===== src/rtl/mul_div_unit.sv =====
// Iterative 32-bit multiply/divide: one radix-2 step per clock, fixed 32-cycle latency.
// Define MULDIV_SIGNED_EN to honour sgn (two's-complement via magnitude conversion and sign fix-up).
module mul_div_unit (
   input  logic        clk,
   input  logic        rst,
   input  logic        start,
   input  logic [1:0]  op,
   input  logic        sgn,
   input  logic [31:0] a,
   input  logic [31:0] b,
   output logic        busy,
   output logic        done,
   output logic [31:0] result
);

   typedef enum logic [1:0] {IDLE, RUN, DONE} state_t;

   state_t      state_q;
   logic [4:0]  cnt_q;
   logic [1:0]  op_q;
   logic        busy_q, done_q;
   logic [31:0] result_q;
   // hi_q: partial product high word / partial remainder; lo_q: multiplier / quotient bits
   logic [31:0] hi_q, lo_q, dvs_q;
   logic [31:0] hi_d, lo_d, result_d;
   logic [31:0] mag_a, mag_b;
   logic [32:0] mul_acc, div_r, div_trial;
   logic [63:0] prod;
   logic [31:0] quo, rem;

`ifdef MULDIV_SIGNED_EN
   logic a_neg, b_neg, negp_d, negp_q, negr_q;

   function automatic logic [31:0] neg32(input logic [31:0] x);
      return ~x + 32'd1;
   endfunction
`else
   logic unused_sgn;
   assign unused_sgn = sgn;
`endif

   always_comb begin
`ifdef MULDIV_SIGNED_EN
      a_neg  = sgn & a[31];
      b_neg  = sgn & b[31];
      mag_a  = a_neg ? neg32(a) : a;
      mag_b  = b_neg ? neg32(b) : b;
      // A zero divisor keeps the all-ones quotient unsigned
      negp_d = (a_neg ^ b_neg) & (~op[1] | (|b));
`else
      mag_a  = a;
      mag_b  = b;
`endif
   end

   always_comb begin
      mul_acc   = lo_q[0] ? ({1'b0, hi_q} + {1'b0, dvs_q}) : {1'b0, hi_q};
      div_r     = {hi_q, lo_q[31]};
      div_trial = div_r - {1'b0, dvs_q};
      if (!op_q[1]) begin
         {hi_d, lo_d} = {mul_acc, lo_q[31:1]};
      end else if (!div_trial[32]) begin
         hi_d = div_trial[31:0];
         lo_d = {lo_q[30:0], 1'b1};
      end else begin
         hi_d = div_r[31:0];
         lo_d = {lo_q[30:0], 1'b0};
      end

`ifdef MULDIV_SIGNED_EN
      prod = negp_q ? (~{hi_d, lo_d} + 64'd1) : {hi_d, lo_d};
      quo  = negp_q ? neg32(lo_d) : lo_d;
      rem  = negr_q ? neg32(hi_d) : hi_d;
`else
      prod = {hi_d, lo_d};
      quo  = lo_d;
      rem  = hi_d;
`endif

      case (op_q)
         2'd0:    result_d = prod[31:0];
         2'd1:    result_d = prod[63:32];
         2'd2:    result_d = quo;
         default: result_d = rem;
      endcase
   end

   always_ff @(posedge clk) begin
      if (rst) begin
         state_q  <= IDLE;
         cnt_q    <= 5'd0;
         busy_q   <= 1'b0;
         done_q   <= 1'b0;
         result_q <= 32'd0;
      end else begin
         case (state_q)
            IDLE: begin
               done_q <= 1'b0;
               if (start) begin
                  op_q    <= op;
                  hi_q    <= 32'd0;
                  lo_q    <= op[1] ? mag_a : mag_b;
                  dvs_q   <= op[1] ? mag_b : mag_a;
`ifdef MULDIV_SIGNED_EN
                  negp_q  <= negp_d;
                  negr_q  <= a_neg;
`endif
                  cnt_q   <= 5'd0;
                  busy_q  <= 1'b1;
                  state_q <= RUN;
               end
            end
            RUN: begin
               hi_q  <= hi_d;
               lo_q  <= lo_d;
               cnt_q <= cnt_q + 5'd1;
               if (cnt_q == 5'd31) begin
                  result_q <= result_d;
                  done_q   <= 1'b1;
                  state_q  <= DONE;
               end
            end
            DONE: begin
               done_q  <= 1'b0;
               busy_q  <= 1'b0;
               state_q <= IDLE;
            end
            default: state_q <= IDLE;
         endcase
      end
   end

   assign busy   = busy_q;
   assign done   = done_q;
   assign result = result_q;

endmodule


===== config.mk =====
export PLATFORM = sky130hd
export DESIGN_NAME = mul_div_unit
export DESIGN_NICKNAME = d
export VERILOG_FILES = /design/src/rtl/mul_div_unit.sv
export SDC_FILE = /design/constraint.sdc
export NUM_CORES = 1
export LEC_CHECK = 0
export BUFFER_PORTS_ARGS = -buffer_cell sky130_fd_sc_hd__buf_4
export CAP_MARGIN = 20
export CELL_PAD_IN_SITES_DETAIL_PLACEMENT = 1
export CELL_PAD_IN_SITES_GLOBAL_PLACEMENT = 1
export CORE_MARGIN = 2
export CORE_UTILIZATION = 45
export CTS_CLUSTER_SIZE = 16
export DETAILED_ROUTE_END_ITERATION = 16
export PLACE_DENSITY_LB_ADDON = 0.1
export SLEW_MARGIN = 25
export SYNTH_ARGS = -nofsm -noshare
export SYNTH_HDL_FRONTEND = slang
export SYNTH_SLANG_ARGS = --single-unit

===== constraint.sdc =====
create_clock -name clk -period 8.85 [get_ports clk]
set_clock_uncertainty 0.15 [all_clocks]
set_input_delay 1.77 -clock clk [delete_from_list [all_inputs] [get_ports clk]]
set_output_delay 1.77 -clock clk [all_outputs]
set_load 0.02 [all_outputs]

# After elaboration in Yosys (flattened, before gate mapping)
# Cells that the tools add are included.
op_classes:
  bitwise_logic: 1
  eq_ne: 6
  n_addsub: 3
  reduce_logical: 14
  mux: 21
ops:
  columns: ["operator", "n"]
  rows:
  - ["$mux 32", 8]
  - ["$pmux 32 s2", 2]
  - ["$add 32x32->33", 1]
  - ["$mux 33", 1]
  - ["$sub 33x32->33", 1]
  - ["$pmux 5 s2", 1]
  - ["$reduce_and 2->1", 5]
  - ["$reduce_and 3->1", 2]
  - ["$reduce_bool 2->1", 3]
  - ["$add 5x1->5 const B", 1]
  - ["$eq 5x5->1 const B", 1]
  - ["$mux 5", 1]
  - ["$eq 2x2->1 const B", 2]
  - ["$logic_not 2->1", 2]
  - ["$mux 2", 2]
  - ["$ne 2x2->1 const B", 2]
  - ["$pmux 1 s2", 2]
  - ["$pmux 2 s2", 1]
  - ["$reduce_or 2->1", 2]
  - ["$mux 1", 3]
  - ["$eq 2x1->1 const B", 1]
  - ["$not 1->1", 1]
word_totals:
  input_bits: 70
  ff_bits: 139
  out_inout_bits: 34
  word_cells: 54

# Depth between registers and ports, before layout
logic_depth:
  word_depth: 4
  depth_mapped: 14
  depth_no_buf: 12

# Least setup slack after synthesis
# No wires, ideal clock.
synth_path:
  path_type: "in2reg"
  start: "in rst"
  end: "reg hi_q[0], enable pin"
  slack_ns: 1.752
  path_buffers: 1
  cell_stages: 2
  setup_ns: 0.566
  required_time_ns: 8.134
  arrival_time_ns: 6.382
  path_cell_list: "clkbuf_1 > nor3_1"
synth_between:
  elab_chain_len: 2
synth_rtl:
  columns: ["item", "line_no", "source"]
  rows:
  - ["from (decl)", "5", "input logic rst,"]
  - ["$not 1->1 (no line)", null, null]
  - ["$reduce_and 3->1 (no line)", null, null]
  - ["to (signal assigned)", "114", "hi_q <= hi_d;"]
  - ["to (decl)", "24", "logic [31:0] hi_q, lo_q, dvs_q;"]
# No other way between the ends.
# A chain may end at the register's enable or synchronous reset.

# Final worst setup path
layout_path:
  start: "reg lo_q[31]"
  end: "reg hi_q[7] (data pin)"
layout_between:
  elab_chain_len: 4
layout_rtl:
  columns: ["item", "line_no", "source"]
  rows:
  - ["from (decl)", "24", null]
  - ["from (signal assigned)", "102", "lo_q <= op[1] ? mag_a : mag_b;"]
  - ["from (signal assigned)", "115", "lo_q <= lo_d;"]
  - ["$sub 33x32->33", "59", "div_trial = div_r - {1'b0, dvs_q};"]
  - ["$mux 32", "62", "end else if (!div_trial[32]) begin"]
  - ["$mux 32", "60", "if (!op_q[1]) begin"]
  - ["$pmux 32 s2", "96", "case (state_q)"]
# No other way between the ends.

==> key figures <==
Setup path
  – CP arrival: 4.92 ns
  – CP Class: flip-flop to flip-flop
  – Most common cell on crit path: a21oi_1
  – CP endpoint kind: flip-flop
  – Cell Chain, Critical Path: inv_1 -> ha_1 -> fa_1 -> nand2b_1 -> a21oi_1 -> o21a_1 -> o21ai_2 -> nor4b_4 -> nor4_4 -> buf_4 -> mux2_2 -> a21oi_1 -> nor2_1
  – WP buf/inv: 2
  – CP Launch Type: flip-flop
  – CP Data Required Time: 8.87 ns
  – Worst path slowest cell: nor4_4
  – Crit path max-delay family: compound AO/OA/AOI/OAI gates
  – Worst-path fanout max: 22
  – Max incr delay on CP: 0.65 ns

Yosys
  – Avg Inst Size Synth: 8.81 sq um
  – Compound-Gate Fraction of Synth Area: 24.7%
  – Synth warn: 0
  – XOR/XNOR Fraction of Synth Area: 3.19%
  – Synth top area share: 26.1%
  – Post-Syn Instances: 1279
  – Adder-cell share of the synthesized area: 7.68%
  – #FFs+latches synth: 139
  – Synth area leader: edfxtp_1
  – Share of synthesized registers carrying an async set or reset: 0%
  – Synth top area cells: edfxtp_1 (26%), ha_1 (7.3%), dfxtp_1 (7.3%)
  – Synth Flop Type: edfxtp_1
  – Multiplexer share of the synthesized area: 10.4%
  – Synthesized Nets: 1417
  – Cell area after synthesis: 11300 sq um
  – Largest family of logic cells by synthesized area: compound AO/OA/AOI/OAI gates
  – Fraction of the yosys area taken by sequential cells: 33.4%
  – EDFF count, synth: 98
  – Post-Synth Simple-Gate Area: 16.2%
  – Distinct cell type count after synthesis: 77

Placement
  – Worst slack, placed: 4.04 ns
  – PortBufs: 102
  – GPL Wtd Cong: 0.904
  – Detail Placement HPWL: 28.2 mm

STA
  – Final worst-path setup slack: 3.94 ns
  – Final Setup Violations: 0
  – Setup total negative slack: 0 ns
  – Achievable Freq: 204 MHz
  – Tcrit/Tclk final: 55.4%
  – RSZ-0062 raised after global routing: no
  – Final Slew Violations: 0
  – Tightest Pin Transition: 1.03 ns
  – Worst slew margin: 30.9%
  – Hold Violations, Final: 0
  – Post-layout min period: 4.91 ns

Power
  – Sequential share of power: 37.2%
  – Sw Pwr: 0.704 mW
  – Sw Ratio: 33.8%
  – Logic gate share of total power: 28.0%
  – Static leakage: 5.24 nW
  – Clk pwr share: 34.8%
  – Peak VDD IR: 163 uV
  – PD cells: 162 nW/um^2
  – Internal: 1.38 mW

Outcome
  – Outcome: complete, no violations

Routing
  – Routed length per instance: 22.6 um
  – Routed via count: 10400
  – Via-to-Cell Ratio: 6.21
  – Iter 0 DRT Violations: 837
  – DRT Pass-1 Iters: 5
  – Final wirelength: 37.7 mm
  – DRC: 0
  – Antenna Nets Post-Route: 0

Floorplan
  – Initial Util: 46.1%
  – I/O pin cnt: 104
  – Row Count: 57
  – Die Footprint: 26300 sq um
  – Width of the die: 162 um
  – Core footprint: 24500 sq um
  – Die H: 162 um

Final layout
  – Final nets: 1472
  – Area delta synth->final: 13.8%
  – Antenna diodes: 0
  – Layout cells sized above 1: 17.0%

CTS
  – Cts repair resizes: 0
  – CTS clk-pin slew, worst paths: 0.07 ns
  – Root buffer cell: clkbuf_16
  – Clk_lat worst skew: 0.43 ns
  – Num CTS Buffers: 17
  – H-tree levels: 4
  – Max clock buf depth: 2
  – Clock sinks: 139
  – Number of hold buffers added after CTS: 0
  – Postcts setup bufs: 0
  – CTS tree: done

GRT
  – Vias in the first global route: 10200
  – Largest net degree at the start of global routing: 82
  – Antenna violations before repair: 0
  – Total GRT Usage: 28.9%
  – First-pass GRT wire length: 58.5 mm
  – GRT overflow: 0

Hold path
  – HP Class: flip-flop to flip-flop

Flow run
  – Max-Cap Viols: 0
[final timing paths]
check	from	slack, ns	end	cells after the start
setup / recovery	lo_q[31]	3.94	hi_q[7]	13
setup reg to reg	lo_q[31]	3.94	hi_q[7]	13
hold reg to reg	done	0.31	done	2
hold / removal	done	0.31	done	2
[cells in the final DEF, fill, tap and decap left out, drive strengths merged, types with 5 or more instances in the layout]
| cell | n |
|---|---|
| o21bai | 12 |
| o21ai | 72 |
| nand2b | 8 |
| a311oi | 5 |
| clkbuf | 19 |
| buf | 114 |
| nor2b | 30 |
| a21boi | 7 |
| a31o | 6 |
| o21a | 16 |
| mux2i | 52 |
| o41ai | 7 |
| nor3 | 25 |
| o31ai | 7 |
| a21oi | 110 |
| a21o | 29 |
| or3 | 10 |
| nor2 | 130 |
| a211oi | 51 |
| o22ai | 5 |
| and3 | 13 |
| nand2 | 83 |
| ha | 66 |
| inv | 58 |
| nand3 | 25 |
| o211ai | 17 |
| a31oi | 29 |
| nor3b | 14 |
| dfxtp | 41 |
| nand4 | 10 |
| xor2 | 19 |
| xnor2 | 22 |
| mux2 | 56 |
| and2 | 8 |
| edfxtp | 98 |
[state kept, by name, indices dropped and copies added, names as in the netlist]
signal   flops
dvs_q       32
hi_q        32
lo_q        32
result      32
cnt_q        5
op_q         2
state_q      2
busy         1
done         1
[power by group through the flow]
| stage | Combinational (mW) | Sequential, mW | Clock (mW) |
|---|---|---|---|
| 4_1_cts | 0.578 | 0.774 | 0.731 |
| 3_5_place_dp | 0.571 | 0.787 | 0 |
| 3_3_place_gp | 0.560 | 0.787 | 0 |
| 6_report | 0.583 | 0.775 | 0.726 |
| 2_1_floorplan | 0.410 | 0.771 | 0 |
| 5_1_grt | 0.638 | 0.778 | 0.758 |
[cell type report]
type | count | area (sq um)
fillers | 2842 | 11600
multi-input cells | 1012 | 7030
clock inverters | 13 | 131
inverters | 50 | 188
clock buffers | 19 | 454
repair buffers | 114 | 856
well taps | 324 | 405
flip-flops and latches | 139 | 3760
[cells by family after synthesis]
family	after synthesis
AOI/OAI and AO/OA	419
and+or+nand+nor	375
DFF	139
buffers and inverters	128
muxes	109
adders and majority gates	68
xor gates and xnor gates	41
[synthesized netlist by cell type, types with 29 or more instances]
cell / number
a31oi_1: 29
nand2_1: 83
nor2b_1: 30
a211oi_1: 51
a21oi_1: 109
nor2_1: 130
o21ai_0: 70
ha_1: 66
clkbuf_1: 65
mux2_2: 55
edfxtp_1: 98
dfxtp_1: 41
inv_1: 50
mux2i_1: 52
a21o_1: 29
[routing by layer]
layer	wire length, um	global-route usage [%]	up-vias
met3	2070	3.17	30
li1	-	-	4938
met2	16300	43.1	289
met1	18900	44.9	5118
met4	490	6.23	0
met5	0	0	-
[worst reg2reg max path: stages, from the launching register on]
cell and delay (ns):
edfxtp_1 0.47, inv_1 0.08, ha_1 0.25, fa_1 0.43, nand2b_1 0.21, a21oi_1 0.41
o21a_1 0.29, o21ai_2 0.14, nor4b_4 0.21, nor4_4 0.66, buf_4 0.45, mux2_2 0.39
a21oi_1 0.45, nor2_1 0.08
[through the flow]
stage	power (mW)	instances	instance area, sq um	hold slack [ns]	utilization [%]
after detailed placement	1.36	1639	12200	0.309	50.0
after floorplan	1.18	1279	11300	0.322	-
after CTS	2.08	1671	12800	0.320	52.4
after global routing	2.17	1671	12800	0.350	52.5
final	2.08	1671	12800	0.315	52.5
after global placement	1.35	1639	12200	0.297	50.0
No activity file was read; power rests on OpenSTA's default activity.
